===== src/rtl/hamming_tx.sv =====
// Hamming(7,4) serial transmitter; tx goes low 1 cycle after accept; in_ready only in IDLE, input ignored while busy.
// Optional overall-parity (SECDED) bit after the codeword when HAMMING_TX_SECDED_EN is defined.
module hamming_tx #(
   parameter int CLKS_PER_BIT = 4
) (
   input  logic       clk,
   input  logic       rst_n,
   input  logic [3:0] data_in,
   input  logic       in_valid,
   output logic       in_ready,
   output logic       tx,
   output logic       busy,
   output logic       done
);

`ifdef HAMMING_TX_SECDED_EN
   typedef enum logic [2:0] {IDLE, START, DATA, PARITY, STOP} state_t;
`else
   typedef enum logic [2:0] {IDLE, START, DATA, STOP} state_t;
`endif

   localparam logic [7:0] LAST     = 8'(CLKS_PER_BIT - 1);
   localparam bit         ONE_CLK  = (CLKS_PER_BIT == 1);
   localparam logic [7:0] PRE_LAST = ONE_CLK ? 8'd0 : 8'(CLKS_PER_BIT - 2);

   state_t     state;
   logic [7:0] cnt;
   logic [2:0] idx;
   logic [2:0] idx_nxt;
   logic [6:0] cw;

   // bit 0 is codeword position 1 (p1), bit 6 is position 7 (d3)
   function automatic logic [6:0] encode(input logic [3:0] d);
      encode = {d[3], d[2], d[1], d[1] ^ d[2] ^ d[3],
                d[0], d[0] ^ d[2] ^ d[3], d[0] ^ d[1] ^ d[3]};
   endfunction

   assign idx_nxt  = idx + 3'd1;
   assign in_ready = (state == IDLE);
   assign busy     = ~in_ready;

   always_ff @(posedge clk or negedge rst_n) begin
      if (!rst_n) begin
         state <= IDLE;
         cnt   <= 8'd0;
         idx   <= 3'd0;
         cw    <= 7'd0;
         tx    <= 1'b1;
         done  <= 1'b0;
      end else begin
         done <= 1'b0;
         case (state)
            IDLE: begin
               if (in_valid) begin
                  cw    <= encode(data_in);
                  state <= START;
                  tx    <= 1'b0;
                  cnt   <= 8'd0;
               end
            end
            START: begin
               if (cnt == LAST) begin
                  cnt   <= 8'd0;
                  idx   <= 3'd0;
                  state <= DATA;
                  tx    <= cw[0];
               end else begin
                  cnt <= cnt + 8'd1;
               end
            end
            DATA: begin
               if (cnt == LAST) begin
                  cnt <= 8'd0;
                  if (idx == 3'd6) begin
`ifdef HAMMING_TX_SECDED_EN
                     state <= PARITY;
                     tx    <= ^cw;
`else
                     state <= STOP;
                     tx    <= 1'b1;
                     done  <= ONE_CLK;
`endif
                  end else begin
                     idx <= idx_nxt;
                     tx  <= cw[idx_nxt];
                  end
               end else begin
                  cnt <= cnt + 8'd1;
               end
            end
`ifdef HAMMING_TX_SECDED_EN
            PARITY: begin
               if (cnt == LAST) begin
                  cnt   <= 8'd0;
                  state <= STOP;
                  tx    <= 1'b1;
                  done  <= ONE_CLK;
               end else begin
                  cnt <= cnt + 8'd1;
               end
            end
`endif
            STOP: begin
               // done is registered, so it is raised one edge ahead of the final stop cycle
               if (cnt == LAST) begin
                  cnt   <= 8'd0;
                  state <= IDLE;
               end else begin
                  cnt  <= cnt + 8'd1;
                  done <= (cnt == PRE_LAST);
               end
            end
            default: begin
               state <= IDLE;
               tx    <= 1'b1;
            end
         endcase
      end
   end

endmodule


===== config.mk =====
export PLATFORM = sky130hd
export DESIGN_NAME = hamming_tx
export DESIGN_NICKNAME = d
export VERILOG_FILES = /design/src/rtl/hamming_tx.sv
export SDC_FILE = /design/constraint.sdc
export NUM_CORES = 1
export LEC_CHECK = 0
export ABC_AREA = 1
export CAP_MARGIN = 20
export CELL_PAD_IN_SITES_DETAIL_PLACEMENT = 1
export CELL_PAD_IN_SITES_GLOBAL_PLACEMENT = 2
export CORE_AREA = 4 4 83 54
export DETAILED_ROUTE_END_ITERATION = 10
export DIE_AREA = 0 0 87 58
export PLACE_DENSITY_LB_ADDON = 0.1
export SLEW_MARGIN = 10
export SYNTH_ARGS = -nofsm -noshare
export SYNTH_HDL_FRONTEND = slang
export SYNTH_SLANG_ARGS = --single-unit
export TNS_END_PERCENT = 50

===== constraint.sdc =====
create_clock -name clk -period 3.7 [get_ports clk]
set_input_delay 0.555 -clock clk [delete_from_list [all_inputs] [get_ports clk]]
set_output_delay 0.555 -clock clk [all_outputs]
set_load 0.1 [all_outputs]

==> Word-level counts from Yosys, hierarchy flattened <==
Index checks and enable logic that the tools add are counted.
{ "classes": {"eq_ne": 12, "order_cmp": 1, "reduce_logical": 9, "mux": 21, "add_sub_neg": 2, "bitwise_logic": 8} }
{ "op_table": {"columns": ["operator", "count"], "rows": [
  ["3-bit two-way mux", 7],
  ["8-bit by 2-bit == test with 1-bit output, second input constant", 2],
  ["8-bit two-way mux", 2],
  ["8-bit one-hot mux with 2 select lines", 1],
  ["2-bit != test, second input constant", 6],
  ["3-bit one-hot mux with 4 select lines", 1],
  ["8-bit by 1-bit adder with 8-bit output, second input constant", 1],
  ["4-bit AND reduction", 2],
  ["1-bit two-way mux", 7],
  ["3-bit by 2-bit == test with 1-bit output, second input constant", 2],
  ["3-bit one-hot mux with 2 select lines", 1],
  ["1-bit XOR", 6],
  ["5-bit AND reduction", 1],
  ["3-bit by 4-bit < comparator with 1-bit output, second input constant", 1],
  ["1-bit one-hot mux with 4 select lines", 1],
  ["2-bit AND reduction", 2],
  ["2-bit nonzero test", 2],
  ["3-bit by 1-bit adder with 3-bit output, second input constant", 1],
  ["1-bit binary-select mux with 3-bit select", 1],
  ["3-bit by 1-bit == test with 1-bit output, second input constant", 1],
  ["3-bit == test, second input constant", 1],
  ["3-bit zero test", 1],
  ["3-bit OR reduction", 1],
  ["1-bit inverter", 2]
]} }
{ "totals": {"in_bits": 7, "output_inout_bits": 4, "regBits": 23} }

==> Logic depth before layout (Yosys ltp) <==
Gate-level depths: netlist (run 1).
{ "depth": {"word_depth": 6, "depth_mapped": 10, "mapped_depth_nobuf": 9} }

==> Worst setup path after synthesis (run 1) <==
OpenSTA, ideal clock, no wires.
{ "synth_timing": {"kind": "flip-flop to flip-flop", "from": "register state[0]", "to": "register state[0]", "path_stages_with_launch": 11, "slack_ns": 1.203, "required_ns": 3.626, "arrival_time_ns": 2.423, "cell_sequence": "dfrtp_1 -> inv_1 -> ha_1 -> buf_4 -> inv_2 -> nor2_4 -> inv_2 -> and2_2 -> nand2_2 -> nand2_1 -> o21ai_2"} }
{ "synth_via": {"elab_chain_len": 3, "elab_cells_between_ends": 11} }
{ "synth_lines": {"columns": ["item", "line", "rtl"], "rows": [
  ["from (decl)", "26", "state_t state;"],
  ["from (signal assigned)", "44", "state <= IDLE;"],
  ["from (signal assigned)", "56", "state <= START;"],
  ["from (signal assigned)", "65", "state <= DATA;"],
  ["3-bit zero test (*)", null, null],
  ["named net in_ready", "10", "output logic in_ready,"],
  ["2-bit != test (no source line)", null, null],
  ["5-bit AND reduction (no source line)", null, null]
]} }
The timed path passes the listed nets; every way through them passes the cells marked *.
A chain may end at the register's enable or synchronous reset.

==> Worst setup path after layout (run 1) <==
{ "layout_timing": {"from": "register tx", "to": "output tx"} }
{ "layout_rtl": {"columns": ["item", "line", "rtl"], "rows": [
  ["from (decl)", "11", "output logic tx,"],
  ["from (signal assigned)", "66", "tx <= cw[0];"],
  ["from (signal assigned)", "85", "tx <= cw[idx_nxt];"]
]} }
No word-level cell between the ends.

==> impl_metrics.json, run 1 <==
{
  "async_flop_share": 1.00,
  "clock.fmax_mhz": 404,
  "max_cap_viol_count": 0,
  "grt_max_degree": 23,
  "netlist.top_cell.by_area": "sky130_fd_sc_hd__dfrtp_1",
  "r2r-end": "cw[0]$_DFFE_PN0P_",
  "cpMaxStageDelayCell": "sky130_fd_sc_hd__clkdlybuf4s50_1",
  "hpwl_um": 2540,
  "clock_tree.root_cell": "sky130_fd_sc_hd__clkbuf_8",
  "io-pin-count": 11,
  "floorplan.die_area_um2": 5050,
  "tritoncts_clock_tree": "built",
  "globalRoute.totalOverflow": 0,
  "cpPeakStageDelay_ns": 1.12,
  "hold_slack_ns": 0.506,
  "hp-class": "flop to flop",
  "cts_setup_buffers": 0,
  "route.antenna.remaining_nets": 0,
  "antenna_found_initial": 0,
  "crit_path_cell_trace": "clkdlybuf4s50_1",
  "post_drt_wl_per_cell_um": 14.2,
  "num-nets-final": 192,
  "drive_gt1_frac": 0.120,
  "cts_buffers": 3,
  "clk_path_buf_depth": 2,
  "worstPathBufferInverterCount": 1,
  "fin_tns_setup_ns": 0,
  "critPathLaunch": "tx$_DFFE_PN1P_",
  "final_period_minus_worst_setup_slack_ns": 2.47,
  "run_status": "finished clean",
  "arrival_time_at_the_worst_endpoint_ns": 1.92,
  "setup_viol": 0,
  "cts_hold_buffers": 0,
  "synth_enable_flop_cells": 0,
  "ir_worst_vdd_v": 0.000424,
  "leakage_uw": 0.000731,
  "final_weighted_congestion_in_routability_driven_placement": 0.745,
  "clk_transition_reported_paths_ns": 0.07,
  "hold_end": "cw[6]$_DFFE_PN0P_",
  "grt_setup_unrepaired": "false",
  "timing.critical_path.to_type": "output port",
  "max_slew_margin": 0.354,
  "seqCellArea_um2": 552,
  "hold_viol_final": 0,
  "syn_avg_cell_area_um2": 8.11,
  "cellPowerDensity_nw_per_um2": 853,
  "initial_utilization": 0.359,
  "detailed_router_s_first_iteration_violation_count": 47,
  "skew_ns": 0.00705,
  "core_area_um2": 3640,
  "syn-num-nets": 177,
  "worst_r2r_startpoint": "state[0]$_DFFE_PN0P_",
  "critical_path.startpoint_type": "flop",
  "port_buffer_count": 10,
  "cts.htree.levels": 1,
  "area_of_the_multi_input_gates_um2": 652,
  "ratio_of_final_minimum_period_to_clock_period": 0.668,
  "grt_first_pass_wirelength_um": 5290,
  "post-synth-top-area-fraction": 0.403,
  "grt_pass1_vias": 1071,
  "detail_route.wirelength_um": 3160,
  "fp.dieH_um": 58,
  "remaining_drc_errors": 0,
  "worst-slew-pin-transition_ns": 0.966,
  "ys_seq_elements": 22,
  "worstSkewPairLatency_ns": 0.26,
  "vias": 1059,
  "ff2ff_path_depth": 8,
  "die_width_um": 87,
  "r2r_setup_slack_ns": 1.82,
  "dominantRegCellSynth": "sky130_fd_sc_hd__dfrtp_1",
  "worstSetupPathType": "flop to output port",
  "min-delay-start": "cw[6]$_DFFE_PN0P_",
  "utilization": 0.416,
  "area_growth_pct": 15.8,
  "ys_warn_count": 0,
  "cells_taking_the_most_area_after_synthesis": "sky130_fd_sc_hd__dfrtp_1 (40%), sky130_fd_sc_hd__nand2_1 (11%), sky130_fd_sc_hd__ha_1 (8.6%)",
  "grt_usage": 0.137,
  "placementRows": 17,
  "cp.required_ns": 3.14,
  "timing_max_transition_violations_final": 0,
  "detail_route.first_pass.iterations": 4,
  "synth_seq_area_share": 0.423,
  "filler_cell_count": 448,
  "timing.critical_path.max_delay_family": "buffers and inverters",
  "cts-resized-gates": 0,
  "crit_fanout": 2,
  "diodes": 0,
  "number_of_instances_in_the_synthesized_netlist": 161,
  "vias_per_cell": 4.77,
  "synth.cell_area_um2": 1310,
  "timing.hold.worst_path_depth": 2,
  "clock_sink_total": 22,
  "ys_types": 28
}
==> Yosys cell counts, drive strengths merged (3+ instances only) <==
master,instances
nand2,41
inv,25
dfrtp,21
o21ai,16
nor2,14
nand3,11
ha,9
a21oi,5
xor2,5
o22ai,3
==> per-stage QoR <==
stage               worst slack (ns)  total power [µW]  std cells  cell area (µm²)
floorplan                       1.20               964        161             1310
global placement                1.51              1110        217             1450
detailed placement              1.51              1140        217             1450
CTS                             1.21              1310        221             1500
global route                    1.19              1410        222             1510
finish                          1.23              1290        222             1510
==> sequential cells by signal, summed over array words and instances (netlist names) <==
signal and cells:
cnt 8, cw 7, idx 3, state 2, done 1, tx 1
==> layout make-up <==
| class | instances | area share |
|---|---|---|
| tap | 47 | 0.0389 |
| clock buffer | 4 | 0.0298 |
| sequential | 22 | 0.365 |
| timing repair buffer | 11 | 0.0728 |
| inverter | 25 | 0.0621 |
| multi-input combinational | 113 | 0.431 |
==> routing by layer <==
metal	vias to the layer above	wire [µm]	global-route usage
li1	541	-	-
met5	-	0	0
met3	2	74	0.0398
met4	0	12	0.0133
met2	8	1220	0.183
met1	508	1850	0.219
==> where the power goes <==
group | switching [µW] | internal (µW)
Clock | 76.9 | 76.7
Sequential | 70.4 | 330
Combinational | 508 | 226
Total | 656 | 633
==> how the worst max path moves through the flow <==
stage | slack (ns) | depth (start not counted) | end
after floorplan | 1.20 | 10 | state[0]$_DFFE_PN0P_
after global placement | 1.51 | 1 | tx
after detailed placement | 1.51 | 1 | tx
after CTS | 1.21 | 1 | tx
after global routing | 1.19 | 1 | tx
final | 1.23 | 1 | tx
==> placed cells by master, fill, tap and decap left out <==
cell	instances
sky130_fd_sc_hd__o21ai_1	2
sky130_fd_sc_hd__o211ai_1	1
sky130_fd_sc_hd__o22ai_1	3
sky130_fd_sc_hd__nor2_2	2
sky130_fd_sc_hd__xor2_1	5
sky130_fd_sc_hd__nor3_1	1
sky130_fd_sc_hd__nand3_1	10
sky130_fd_sc_hd__xnor2_1	1
sky130_fd_sc_hd__inv_2	3
sky130_fd_sc_hd__dfrtp_1	21
sky130_fd_sc_hd__clkbuf_8	3
sky130_fd_sc_hd__nor4_1	1
sky130_fd_sc_hd__buf_4	2
sky130_fd_sc_hd__nand2_1	39
sky130_fd_sc_hd__o21ai_0	13
sky130_fd_sc_hd__clkdlybuf4s50_1	8
sky130_fd_sc_hd__nand3_2	1
sky130_fd_sc_hd__dfstp_2	1
sky130_fd_sc_hd__nor2_1	9
sky130_fd_sc_hd__nor2_4	3
sky130_fd_sc_hd__inv_1	22
sky130_fd_sc_hd__o31ai_1	1
sky130_fd_sc_hd__nand2_2	2
sky130_fd_sc_hd__clkbuf_1	1
sky130_fd_sc_hd__a21oi_1	5
sky130_fd_sc_hd__ha_1	9
sky130_fd_sc_hd__o21ai_2	1
sky130_fd_sc_hd__o21bai_1	1
sky130_fd_sc_hd__o221ai_1	1
sky130_fd_sc_hd__a22o_2	1
sky130_fd_sc_hd__buf_8	1
sky130_fd_sc_hd__and2_2	1
==> cells by family after synthesis <==
kind of cell,share of synthesized area
adders and majority gates,0.0863
buffers and inverters,0.0777
and+or+nand+nor,0.244
xor gates and xnor gates,0.0403
DFF,0.423
AOI/OAI and AO/OA,0.129
Note: power is estimated with default switching activity, not from simulation.
==> inputs of run 2 (changes only) <==
--- a/config.mk
+++ b/config.mk
@@ -9,9 +9,9 @@
 export CAP_MARGIN = 20
 export CELL_PAD_IN_SITES_DETAIL_PLACEMENT = 1
 export CELL_PAD_IN_SITES_GLOBAL_PLACEMENT = 2
-export CORE_AREA = 4 4 83 54
+export CORE_AREA = 4 4 91 59
 export DETAILED_ROUTE_END_ITERATION = 10
-export DIE_AREA = 0 0 87 58
+export DIE_AREA = 0 0 95 63
 export PLACE_DENSITY_LB_ADDON = 0.1
 export SLEW_MARGIN = 10
 export SYNTH_ARGS = -nofsm -noshare
==> constraint.sdc (replaced) <==
create_clock -name clk -period 2 [get_ports clk]
set_input_delay 0.3 -clock clk [delete_from_list [all_inputs] [get_ports clk]]
set_output_delay 0.3 -clock clk [all_outputs]
set_load 0.1 [all_outputs]
==> run 2 against run 1 <==
Combinational power rose by 99%. Register-to-register slack got worse by 1.5 ns. Critical endpoint is now state[0]$_DFFE_PN0P_. First-iteration DRC count fell by 47%. Via count fell by 2.5%. Wire length rose by 3.9%. Clock skew rose by 0.0030 ns. Worst setup slack got worse by 0.89 ns. Highest routed layer is now met3. Hold slack got worse by 0.12 ns. Non-clock buffer count did not move.
==> impl_metrics.json, run 2 (synthesized netlist as in run 1, its figures left out) <==
{
  "core_area_um2": 4470,
  "grt_setup_unrepaired": "false",
  "ratio_of_final_minimum_period_to_clock_period": 0.831,
  "critical_path.startpoint_type": "flop",
  "detail_route.wirelength_um": 3280,
  "cts_hold_buffers": 0,
  "floorplan.die_area_um2": 5990,
  "cellPowerDensity_nw_per_um2": 1600,
  "remaining_drc_errors": 0,
  "regMostFlops": "cnt",
  "hold_viol_final": 0,
  "flip_flop_count_of_the_largest_register_all_copies_and_words_added": 8,
  "fp.dieH_um": 63,
  "vias_per_cell": 4.34,
  "cp.required_ns": 2.19,
  "run_status": "finished clean",
  "grt_usage": 0.116,
  "layout_common_cells": "sky130_fd_sc_hd__nand2_1 (39), sky130_fd_sc_hd__inv_1 (22), sky130_fd_sc_hd__dfrtp_1 (21)",
  "clock_sink_total": 22,
  "clock_tree.root_cell": "sky130_fd_sc_hd__clkbuf_8",
  "cts.htree.levels": 1,
  "cts_setup_buffers": 0,
  "postPlaceCellArea_um2": 1510,
  "max_slew_margin": 0.760,
  "io-pin-count": 11,
  "area_growth_pct": 19.3,
  "worst-slew-pin-transition_ns": 0.359,
  "area_of_the_multi_input_gates_um2": 664,
  "crit_fanout": 9,
  "cts_buffers": 3,
  "final_common_cell": "sky130_fd_sc_hd__nand2_1",
  "design_area_um2": 1560,
  "timing_max_transition_violations_final": 0,
  "tritoncts_clock_tree": "built",
  "setup_viol": 0,
  "seqCellArea_um2": 552,
  "post_drt_wl_per_cell_um": 13.8,
  "worstSkewPairLatency_ns": 0.26,
  "max_cap_viol_count": 0,
  "diodes": 0,
  "finalPower_uw": 2490,
  "num-nets-final": 192,
  "antenna_found_initial": 0,
  "grt_max_degree": 23,
  "hpwl_um": 2680,
  "detail_route.first_pass.iterations": 4,
  "grt_pass1_vias": 1024,
  "leakage_uw": 0.000741,
  "skew_ns": 0.0101,
  "clock.fmax_mhz": 602,
  "vias": 1033,
  "drive_gt1_frac": 0.137,
  "placementRows": 19,
  "ir_worst_vdd_v": 0.000838,
  "grt_first_pass_wirelength_um": 5280,
  "filler_cell_count": 555,
  "initial_utilization": 0.292,
  "fin_tns_setup_ns": 0,
  "worstSetupPathType": "flop to flop",
  "timing.critical_path.to_type": "flop",
  "port_buffer_count": 10,
  "largestRegisters": "cnt: 8 flops, cw: 7 flops, idx: 3 flops",
  "clk_transition_reported_paths_ns": 0.09,
  "detailed_router_s_first_iteration_violation_count": 25,
  "die_width_um": 95,
  "clk_path_buf_depth": 2,
  "arrival_time_at_the_worst_endpoint_ns": 1.85,
  "final_weighted_congestion_in_routability_driven_placement": 0.782,
  "cts-resized-gates": 0,
  "hp-class": "input port to asynchronous set/reset pin",
  "final_period_minus_worst_setup_slack_ns": 1.66,
  "globalRoute.totalOverflow": 0,
  "route.antenna.remaining_nets": 0
}
## run 2: critical path, stage by stage (launching register included)
cell                      delay (ns)
sky130_fd_sc_hd__dfrtp_1        0.43
sky130_fd_sc_hd__inv_1          0.14
sky130_fd_sc_hd__ha_4           0.24
sky130_fd_sc_hd__inv_2          0.09
sky130_fd_sc_hd__nor2_4         0.15
sky130_fd_sc_hd__inv_2          0.11
sky130_fd_sc_hd__and2_2         0.22
sky130_fd_sc_hd__nand2_2        0.08
sky130_fd_sc_hd__nand2_1        0.06
sky130_fd_sc_hd__o21ai_2        0.05
## run 2: cell type report
class | instances | share of cell area
Clock buffer | 4 | 0.0289
Inverter | 25 | 0.0603
Multi-Input combinational cell | 113 | 0.427
Sequential cell | 22 | 0.355
Tap cell | 63 | 0.0506
Timing Repair Buffer | 11 | 0.0788
## run 2: layer usage
layer,up-vias,global-route usage,part of all wire,wire [µm]
met4,0,0.0162,0,0
li1,543,-,-,-
met2,7,0.136,0.36,1190
met5,-,0,0,0
met3,0,0.0325,0.021,68
met1,483,0.200,0.62,2020
## run 2: final timing paths
check	startpoint	endpoint	slack (ns)	cells after the start
max	state[0]$_DFFE_PN0P_	state[0]$_DFFE_PN0P_	0.34	9
min	rst_n	done$_DFF_PN0_	0.38	2
max reg2reg	state[0]$_DFFE_PN0P_	state[0]$_DFFE_PN0P_	0.34	9
min reg2reg	cw[6]$_DFFE_PN0P_	cw[6]$_DFFE_PN0P_	0.51	2
max in group asynchronous	rst_n	tx$_DFFE_PN1P_	1.33	2
min in group clk	cw[6]$_DFFE_PN0P_	cw[6]$_DFFE_PN0P_	0.51	2
## run 2: power by group
part           leakage, µW  total (µW)  internal, µW  switching, µW
sequential        0.000284         744           611            133
combinational     0.000434        1460           500            963
clock            0.0000228         286           142            144
total             0.000741        2490          1250           1240
## run 2: per-stage QoR
step                      worst slack, ns   util  cells  hold WS, ns
after detailed placement            0.320  0.338    234        0.507
after floorplan                   0.00781      -    161      0.00441
after CTS                           0.340  0.348    238        0.394
after global placement              0.317  0.338    234        0.513
after global routing                0.171  0.348    238        0.420
final                               0.339  0.348    238        0.384
